==> src/rtl/ctrl_pkg.sv <==
// rtl/ctrl_pkg.sv - shared encodings for the multicycle MIPS control unit and its datapath muxes
package ctrl_pkg;

    typedef enum logic [3:0] {
        ST_RESET     = 4'd0,
        ST_FETCH     = 4'd1,
        ST_DECODE    = 4'd2,
        ST_R_EXEC    = 4'd3,
        ST_R_WB      = 4'd4,
        ST_ADDR      = 4'd5,
        ST_ADDI_EXEC = 4'd6,
        ST_ADDI_WB   = 4'd7,
        ST_MEM_RD    = 4'd8,
        ST_LW_WB     = 4'd9,
        ST_MEM_WR    = 4'd10,
        ST_BRANCH    = 4'd11,
        ST_JUMP      = 4'd12,
        ST_ILLEGAL   = 4'd13
    } state_e;

    localparam logic [5:0] OP_RTYPE = 6'h00;
    localparam logic [5:0] OP_ADDI  = 6'h08;
    localparam logic [5:0] OP_LW    = 6'h23;
    localparam logic [5:0] OP_SW    = 6'h2B;
    localparam logic [5:0] OP_BEQ   = 6'h04;
    localparam logic [5:0] OP_J     = 6'h02;

    localparam logic [5:0] FN_ADD = 6'h20;
    localparam logic [5:0] FN_SUB = 6'h22;
    localparam logic [5:0] FN_AND = 6'h24;
    localparam logic [5:0] FN_XOR = 6'h26;

    localparam logic [2:0] ALU_PASS_A = 3'b000;
    localparam logic [2:0] ALU_ADD    = 3'b001;
    localparam logic [2:0] ALU_SUB    = 3'b010;
    localparam logic [2:0] ALU_AND    = 3'b011;
    localparam logic [2:0] ALU_XOR    = 3'b110;

    localparam logic [1:0] SRCB_REG    = 2'b00;
    localparam logic [1:0] SRCB_FOUR   = 2'b01;
    localparam logic [1:0] SRCB_IMM    = 2'b10;
    localparam logic [1:0] SRCB_IMM_SH = 2'b11;

    localparam logic [1:0] PCSRC_ALU    = 2'b00;
    localparam logic [1:0] PCSRC_ALUOUT = 2'b01;
    localparam logic [1:0] PCSRC_JUMP   = 2'b10;

    function automatic logic funct_legal(input logic [5:0] f);
        return (f == FN_ADD) || (f == FN_SUB) || (f == FN_AND) || (f == FN_XOR);
    endfunction

    function automatic logic [2:0] funct_alu_op(input logic [5:0] f);
        case (f)
            FN_SUB:  return ALU_SUB;
            FN_AND:  return ALU_AND;
            FN_XOR:  return ALU_XOR;
            default: return ALU_ADD;
        endcase
    endfunction

endpackage

==> src/rtl/multicycle_ctrl.sv <==
// rtl/multicycle_ctrl.sv - Moore control FSM sequencing the multicycle MIPS datapath
module multicycle_ctrl
    import ctrl_pkg::*;
#(
    parameter int unsigned MEM_WAIT = 1
) (
    input  logic       clk,
    input  logic       reset,
    input  logic [5:0] opcode,
    input  logic [5:0] funct,
    input  logic       alu_zero,
    output logic       pc_write,
    output logic       pc_write_cond,
    output logic [1:0] pc_source,
    output logic       iord,
    output logic       mem_write,
    output logic       ir_write,
    output logic       mdr_load,
    output logic       a_load,
    output logic       b_load,
    output logic       alu_out_load,
    output logic       alu_src_a,
    output logic [1:0] alu_src_b,
    output logic [2:0] alu_op,
    output logic       reg_write,
    output logic       reg_dst,
    output logic       mem_to_reg,
    output logic       illegal_op,
    output logic [3:0] state_dbg
);

    localparam logic [2:0] WAIT_LAST = 3'(MEM_WAIT);

    state_e     state_q, state_d;
    logic [2:0] wait_q, wait_d;
    logic [2:0] r_op_q, r_op_d;
    logic       is_store_q, is_store_d;
    logic       wait_done;

    assign wait_done = (wait_q == WAIT_LAST);

    // State register, wait counter and the instruction facts captured in DECODE
    always_ff @(posedge clk) begin
        if (reset) begin
            state_q    <= ST_RESET;
            wait_q     <= 3'd0;
            r_op_q     <= ALU_ADD;
            is_store_q <= 1'b0;
        end else begin
            state_q    <= state_d;
            wait_q     <= wait_d;
            r_op_q     <= r_op_d;
            is_store_q <= is_store_d;
        end
    end

    always_comb begin
        state_d    = state_q;
        r_op_d     = r_op_q;
        is_store_d = is_store_q;
        case (state_q)
            ST_RESET:  state_d = ST_FETCH;
            ST_FETCH:  if (wait_done) state_d = ST_DECODE;
            ST_DECODE: begin
                r_op_d     = funct_alu_op(funct);
                is_store_d = (opcode == OP_SW);
                case (opcode)
                    OP_RTYPE: state_d = funct_legal(funct) ? ST_R_EXEC : ST_ILLEGAL;
                    OP_ADDI:  state_d = ST_ADDI_EXEC;
                    OP_LW,
                    OP_SW:    state_d = ST_ADDR;
                    OP_BEQ:   state_d = ST_BRANCH;
                    OP_J:     state_d = ST_JUMP;
                    default:  state_d = ST_ILLEGAL;
                endcase
            end
            ST_R_EXEC:    state_d = ST_R_WB;
            ST_ADDR:      state_d = is_store_q ? ST_MEM_WR : ST_MEM_RD;
            ST_ADDI_EXEC: state_d = ST_ADDI_WB;
            ST_MEM_RD:    if (wait_done) state_d = ST_LW_WB;
            ST_MEM_WR:    if (wait_done) state_d = ST_FETCH;
            ST_R_WB, ST_ADDI_WB, ST_LW_WB,
            ST_BRANCH, ST_JUMP, ST_ILLEGAL: state_d = ST_FETCH;
            default:      state_d = ST_RESET;
        endcase

        // Counter restarts on every state change so each waiting state sees 0..MEM_WAIT
        if (state_d != state_q) begin
            wait_d = 3'd0;
        end else if (state_q == ST_FETCH || state_q == ST_MEM_RD || state_q == ST_MEM_WR) begin
            wait_d = wait_q + 3'd1;
        end else begin
            wait_d = 3'd0;
        end
    end

    always_comb begin
        pc_write      = 1'b0;
        pc_write_cond = 1'b0;
        pc_source     = PCSRC_ALU;
        iord          = 1'b0;
        mem_write     = 1'b0;
        ir_write      = 1'b0;
        mdr_load      = 1'b0;
        a_load        = 1'b0;
        b_load        = 1'b0;
        alu_out_load  = 1'b0;
        alu_src_a     = 1'b0;
        alu_src_b     = SRCB_REG;
        alu_op        = ALU_PASS_A;
        reg_write     = 1'b0;
        reg_dst       = 1'b0;
        mem_to_reg    = 1'b0;
        illegal_op    = 1'b0;
        case (state_q)
            ST_FETCH: begin
                alu_src_b = SRCB_FOUR;
                alu_op    = ALU_ADD;
                if (wait_done) begin
                    ir_write  = 1'b1;
                    pc_write  = 1'b1;
                    pc_source = PCSRC_ALU;
                end
            end
            ST_DECODE: begin
                alu_src_b    = SRCB_IMM_SH;
                alu_op       = ALU_ADD;
                alu_out_load = 1'b1;
                a_load       = 1'b1;
                b_load       = 1'b1;
            end
            ST_R_EXEC: begin
                alu_src_a    = 1'b1;
                alu_src_b    = SRCB_REG;
                alu_op       = r_op_q;
                alu_out_load = 1'b1;
            end
            ST_R_WB: begin
                reg_write = 1'b1;
                reg_dst   = 1'b1;
            end
            ST_ADDR, ST_ADDI_EXEC: begin
                alu_src_a    = 1'b1;
                alu_src_b    = SRCB_IMM;
                alu_op       = ALU_ADD;
                alu_out_load = 1'b1;
            end
            ST_ADDI_WB: reg_write = 1'b1;
            ST_MEM_RD: begin
                iord     = 1'b1;
                mdr_load = wait_done;
            end
            ST_LW_WB: begin
                reg_write  = 1'b1;
                mem_to_reg = 1'b1;
            end
            ST_MEM_WR: begin
                iord      = 1'b1;
                mem_write = 1'b1;
            end
            ST_BRANCH: begin
                alu_src_a     = 1'b1;
                alu_src_b     = SRCB_REG;
                alu_op        = ALU_SUB;
                pc_write_cond = 1'b1;
                pc_source     = PCSRC_ALUOUT;
            end
            ST_JUMP: begin
                pc_write  = 1'b1;
                pc_source = PCSRC_JUMP;
            end
            ST_ILLEGAL: illegal_op = 1'b1;
            default: ;
        endcase
    end

    assign state_dbg = state_q;

endmodule

==> config.mk <==
export PLATFORM = sky130hd
export DESIGN_NAME = multicycle_ctrl
export DESIGN_NICKNAME = d
export VERILOG_FILES = /design/src/rtl/ctrl_pkg.sv /design/src/rtl/multicycle_ctrl.sv
export SDC_FILE = /design/constraint.sdc
export NUM_CORES = 1
export LEC_CHECK = 0
export ABC_CLOCK_PERIOD_IN_PS = 2840
export CAP_MARGIN = 10
export CORE_UTILIZATION = 29
export CTS_BUF_LIST = sky130_fd_sc_hd__clkbuf_8
export DETAILED_ROUTE_END_ITERATION = 10
export PLACE_DENSITY = 0.7
export SYNTH_ARGS = -nofsm -noshare
export SYNTH_HDL_FRONTEND = slang
export SYNTH_SLANG_ARGS = --single-unit
==> constraint.sdc <==
create_clock -name clk -period 2.84 [get_ports clk]
set_input_delay 0.568 -clock clk [delete_from_list [all_inputs] [get_ports clk]]
set_output_delay 0.568 -clock clk [all_outputs]
set_load 0.005 [all_outputs]
==> flow_summary_export.csv <==
group,metric,value,unit
clock_network,tritoncts,"done",
setup_path,timing.critical_path.arrival,2.04,ns
logic_synthesis,synth_top_family_by_area,"simple AND/OR/NAND/NOR gates",
setup_path,critPathBufInv,1,
logic_synthesis,synth_enable_flop_cells,0,
sta,timing.final.crit_share,91.73,%
logic_synthesis,post_synth_fa_ha_maj_area_fraction,2.861,%
global_route,gr-total-overflow,0,
routing,drt_iter0_drc,46,
sta,tightest_slew,0.5304,ns
final_layout,diodes,0,
clock_network,setup_buffers_after_cts,0,
status,outcome,"finished, violations left",
logic_synthesis,count_of_distinct_cell_types_in_the_synthesized_netlist,41,
clock_network,cts_sinks,11,
placed_design,io_port_bufs,38,
logic_synthesis,postSynthCellCount,123,
placed_design,setup_ws_pre_cts,0.4727,ns
setup_path,cp.required,2.27,ns
sta,relSlewSlack,64.59,%
sta,max_freq,0.3838,GHz
clock_network,clock-root-buffer,"clkbuf_8",
setup_path,critical_path_fanouts_max,14,
logic_synthesis,synth_area_leaders,"dfxtp_1 (25%), nor2_1 (6.4%), a21oi_1 (6.3%), nor3_1 (5.7%), nand2_1 (5.6%)",
routing,viasPerCell,5.303,
clock_network,htreeDepth,1,
sta,timing.hold.ws,0.4507,ns
routing,detail-route-antenna-nets,0,
logic_synthesis,synthXorXnorAreaFrac,2.003,%
floorplan,die_area,0.003239,mm²
clock_network,cts.clk_slew.worst_paths,0.05,ns
power,power_per_cell_area,335.2,mW/mm²
setup_path,timing_worst_setup_path_type,"reg -> out",
power,fin_total_pwr,0.0004345,W
final_layout,final_core_utilization,46.21,%
clock_network,clock_latency,0.23,ns
placed_design,post-dp-hpwl,1736,µm
routing,firstDrtPassIters,7,
routing,drcViolationCount,10,
global_route,grt_antenna_before_repair,0,
routing,routed_wl,2295,µm
logic_synthesis,synthArstFlopShare,0,%
min_path,hold_path_class,"reg -> reg",
setup_path,crit_path_cell_trace,"nand2b_1 -> nor4_1 -> or2_2 -> clkdlybuf4s50_1",
sta,fin_setup_tns,0,ns
floorplan,core_region_area,0.002805,mm²
placed_design,place.gp.congestion,0.8077,
sta,worst_clock_skew,0.0005623,ns
sta,hold_viol,0,
final_layout,fin_nets,175,
global_route,wire_length_of_the_first_global_routing_pass,3850,µm
logic_synthesis,synth_compound_area_share,22.89,%
logic_synthesis,synth_fp_nets,140,
power,power.static_leakage,0.4618,nW
floorplan,floorplan.rows,19,
final_layout,area_delta_synth_final,48.21,%
sta,setup_repair_after_global_routing_missed_its_margin,"no",
clock_network,postCtsHoldBufs,0,
run,timing.max_cap.violations,0,
floorplan,fp.dieW,56.92,µm
clock_network,cts-root-to-sink-buffers,2,
sta,final-max-slew-violation-count,0,
sta,fin_crit,2.605,ns
routing,wire_length_per_cell_after_detailed_routing,12.21,µm
power,power.ir.vdd_worst,0.0001853,V
clock_network,numCtsBuffers,3,
routing,routed-via-count,997,
setup_path,critPathTopFamily,"simple AND/OR/NAND/NOR gates",
setup_path,critPathLaunchType,"flip-flop",
setup_path,startpoint,"state_dbg[1]$_SDFF_PP0_",
final_layout,fillers,297,
logic_synthesis,synth.cell_area,874.6,µm²
floorplan,initial_standard_cell_utilization_of_the_core,31.18,%
setup_path,cpMaxStageDelayCell,"clkdlybuf4s50_1",
logic_synthesis,post_synth_most_frequent_cells,"nor2_1 (15), nand2_1 (13), a21oi_1 (11), dfxtp_1 (11), nor3_1 (10)",
sta,setup_viol_count_final,0,
logic_synthesis,fraction_of_post_synthesis_cell_area_in_the_top_cell_type_by_area,25.18,%
final_layout,drive_above_1_share,5.732,%
global_route,vias_in_the_first_global_route,896,
logic_synthesis,warnings_synthesis,0,
logic_synthesis,postSynthRegisterBits,11,
sta,pnr_worst_setup_slack,0.2348,ns
setup_path,worst_r2r_startpoint,"state_dbg[1]$_SDFF_PP0_",
logic_synthesis,syn-mean-instance-area,7.110,µm²
setup_path,worst_setup_path_end_kind,"output port",
floorplan,height_of_the_chip,56.92,µm
logic_synthesis,sequential_element_share_of_the_synthesized_area,25.18,%
logic_synthesis,synth.most_common_cell,"nor2_1",
clock_network,post_cts.resized_instances,0,
logic_synthesis,synth_simple_gate_area_share,36.48,%
setup_path,critical-path-max-stage-delay,0.49,ns
logic_synthesis,post_synth_mux_area_share,0,%
logic_synthesis,dominantRegCellSynth,"dfxtp_1",
floorplan,pin_count,40,
status,failed_checks,"DRC",
min_path,timing.hold.worst.start,"wait_q[0]$_SDFF_PP0_",
global_route,grt_use_total,14.61,%
global_route,grt_start_max_net_pins,19,
logic_synthesis,synth_top_cell_by_area,"dfxtp_1",
[per-layer routing]
metal,share of wire [%],track usage [%]
met3,8.3,1.382
met2,46,24.20
met1,45,19.30
met5,0,0
met4,0.92,6.272
[worst reg2reg max path, stage by stage, from the launching register on]
cell and delay, ns:
dfxtp_1 0.63, nand2b_4 0.12, or3_1 0.45, clkinv_4 0.12
nand2_1 0.05, a2111o_1 0.35, o21ai_1 0.08
[path summary, 6_finish.rpt]
check                           slack, ns                      end  cells after the start
worst max-delay path                 0.23                 pc_write                      4
worst min-delay path                 0.45     wait_q[0]$_SDFF_PP0_                      1
worst min register to register       0.45     wait_q[0]$_SDFF_PP0_                      1
worst max register to register       0.98  state_dbg[1]$_SDFF_PP0_                      6
[power by group]
part / leakage, nW / total (W) / switching (W) / internal [W]
clock network: 0.0269 / 0.000145 / 0.0000512 / 0.0000942
logic: 0.346 / 0.000116 / 0.0000516 / 0.0000645
registers: 0.0893 / 0.000173 / 0.0000121 / 0.000161
total: 0.462 / 0.000435 / 0.000115 / 0.000320
[stage by stage]
step | cells | instance area (µm²)
2_1_floorplan | 123 | 874.6
3_3_place_gp | 184 | 1251
3_5_place_dp | 184 | 1251
4_1_cts | 188 | 1296
5_1_grt | 188 | 1296
6_report | 188 | 1296
[layout by cell type (no fill, tap or decap), types with 2 or more instances in the layout]
master / instances
a211o_1: 2
a21oi_1: 11
buf_4: 3
clkbuf_8: 3
clkdlybuf4s50_1: 38
dfxtp_1: 11
ha_1: 2
inv_1: 6
nand2_1: 13
nand2b_1: 5
nand4_1: 2
nor2_1: 15
nor2b_1: 2
nor3_1: 10
nor4_1: 3
nor4b_1: 2
o211ai_1: 2
o21ai_0: 2
o22ai_1: 2
o31ai_1: 2
xnor2_1: 2
[kinds of logic (layout without fill, tap and decap cells)]
group,Yosys count,in the layout
AOI/OAI and AO/OA,30,30
adders and majority gates,2,2
buffers and inverters,17,51
xor gates and xnor gates,2,2
and+or+nand+nor,61,61
DFF,11,11
[flip-flops by register name, indices dropped and copies added, names as in the netlist]
name	cells
is_store_q	1
state_dbg	4
wait_q	3
r_op_q	3
[cell type report]
| cell class | count | area (µm²) | share of cell area, % |
|---|---|---|---|
| clock buffer | 3 | 41.29 | 3.185 |
| clock inverter | 1 | 3.754 | 0.2896 |
| inverter | 6 | 27.53 | 2.124 |
| multi-input combinational | 95 | 561.8 | 43.34 |
| sequential | 11 | 220.2 | 16.99 |
| tap | 31 | 38.79 | 2.992 |
| timing repair buffer | 41 | 402.9 | 31.08 |
(Power assumes the default switching activity.)
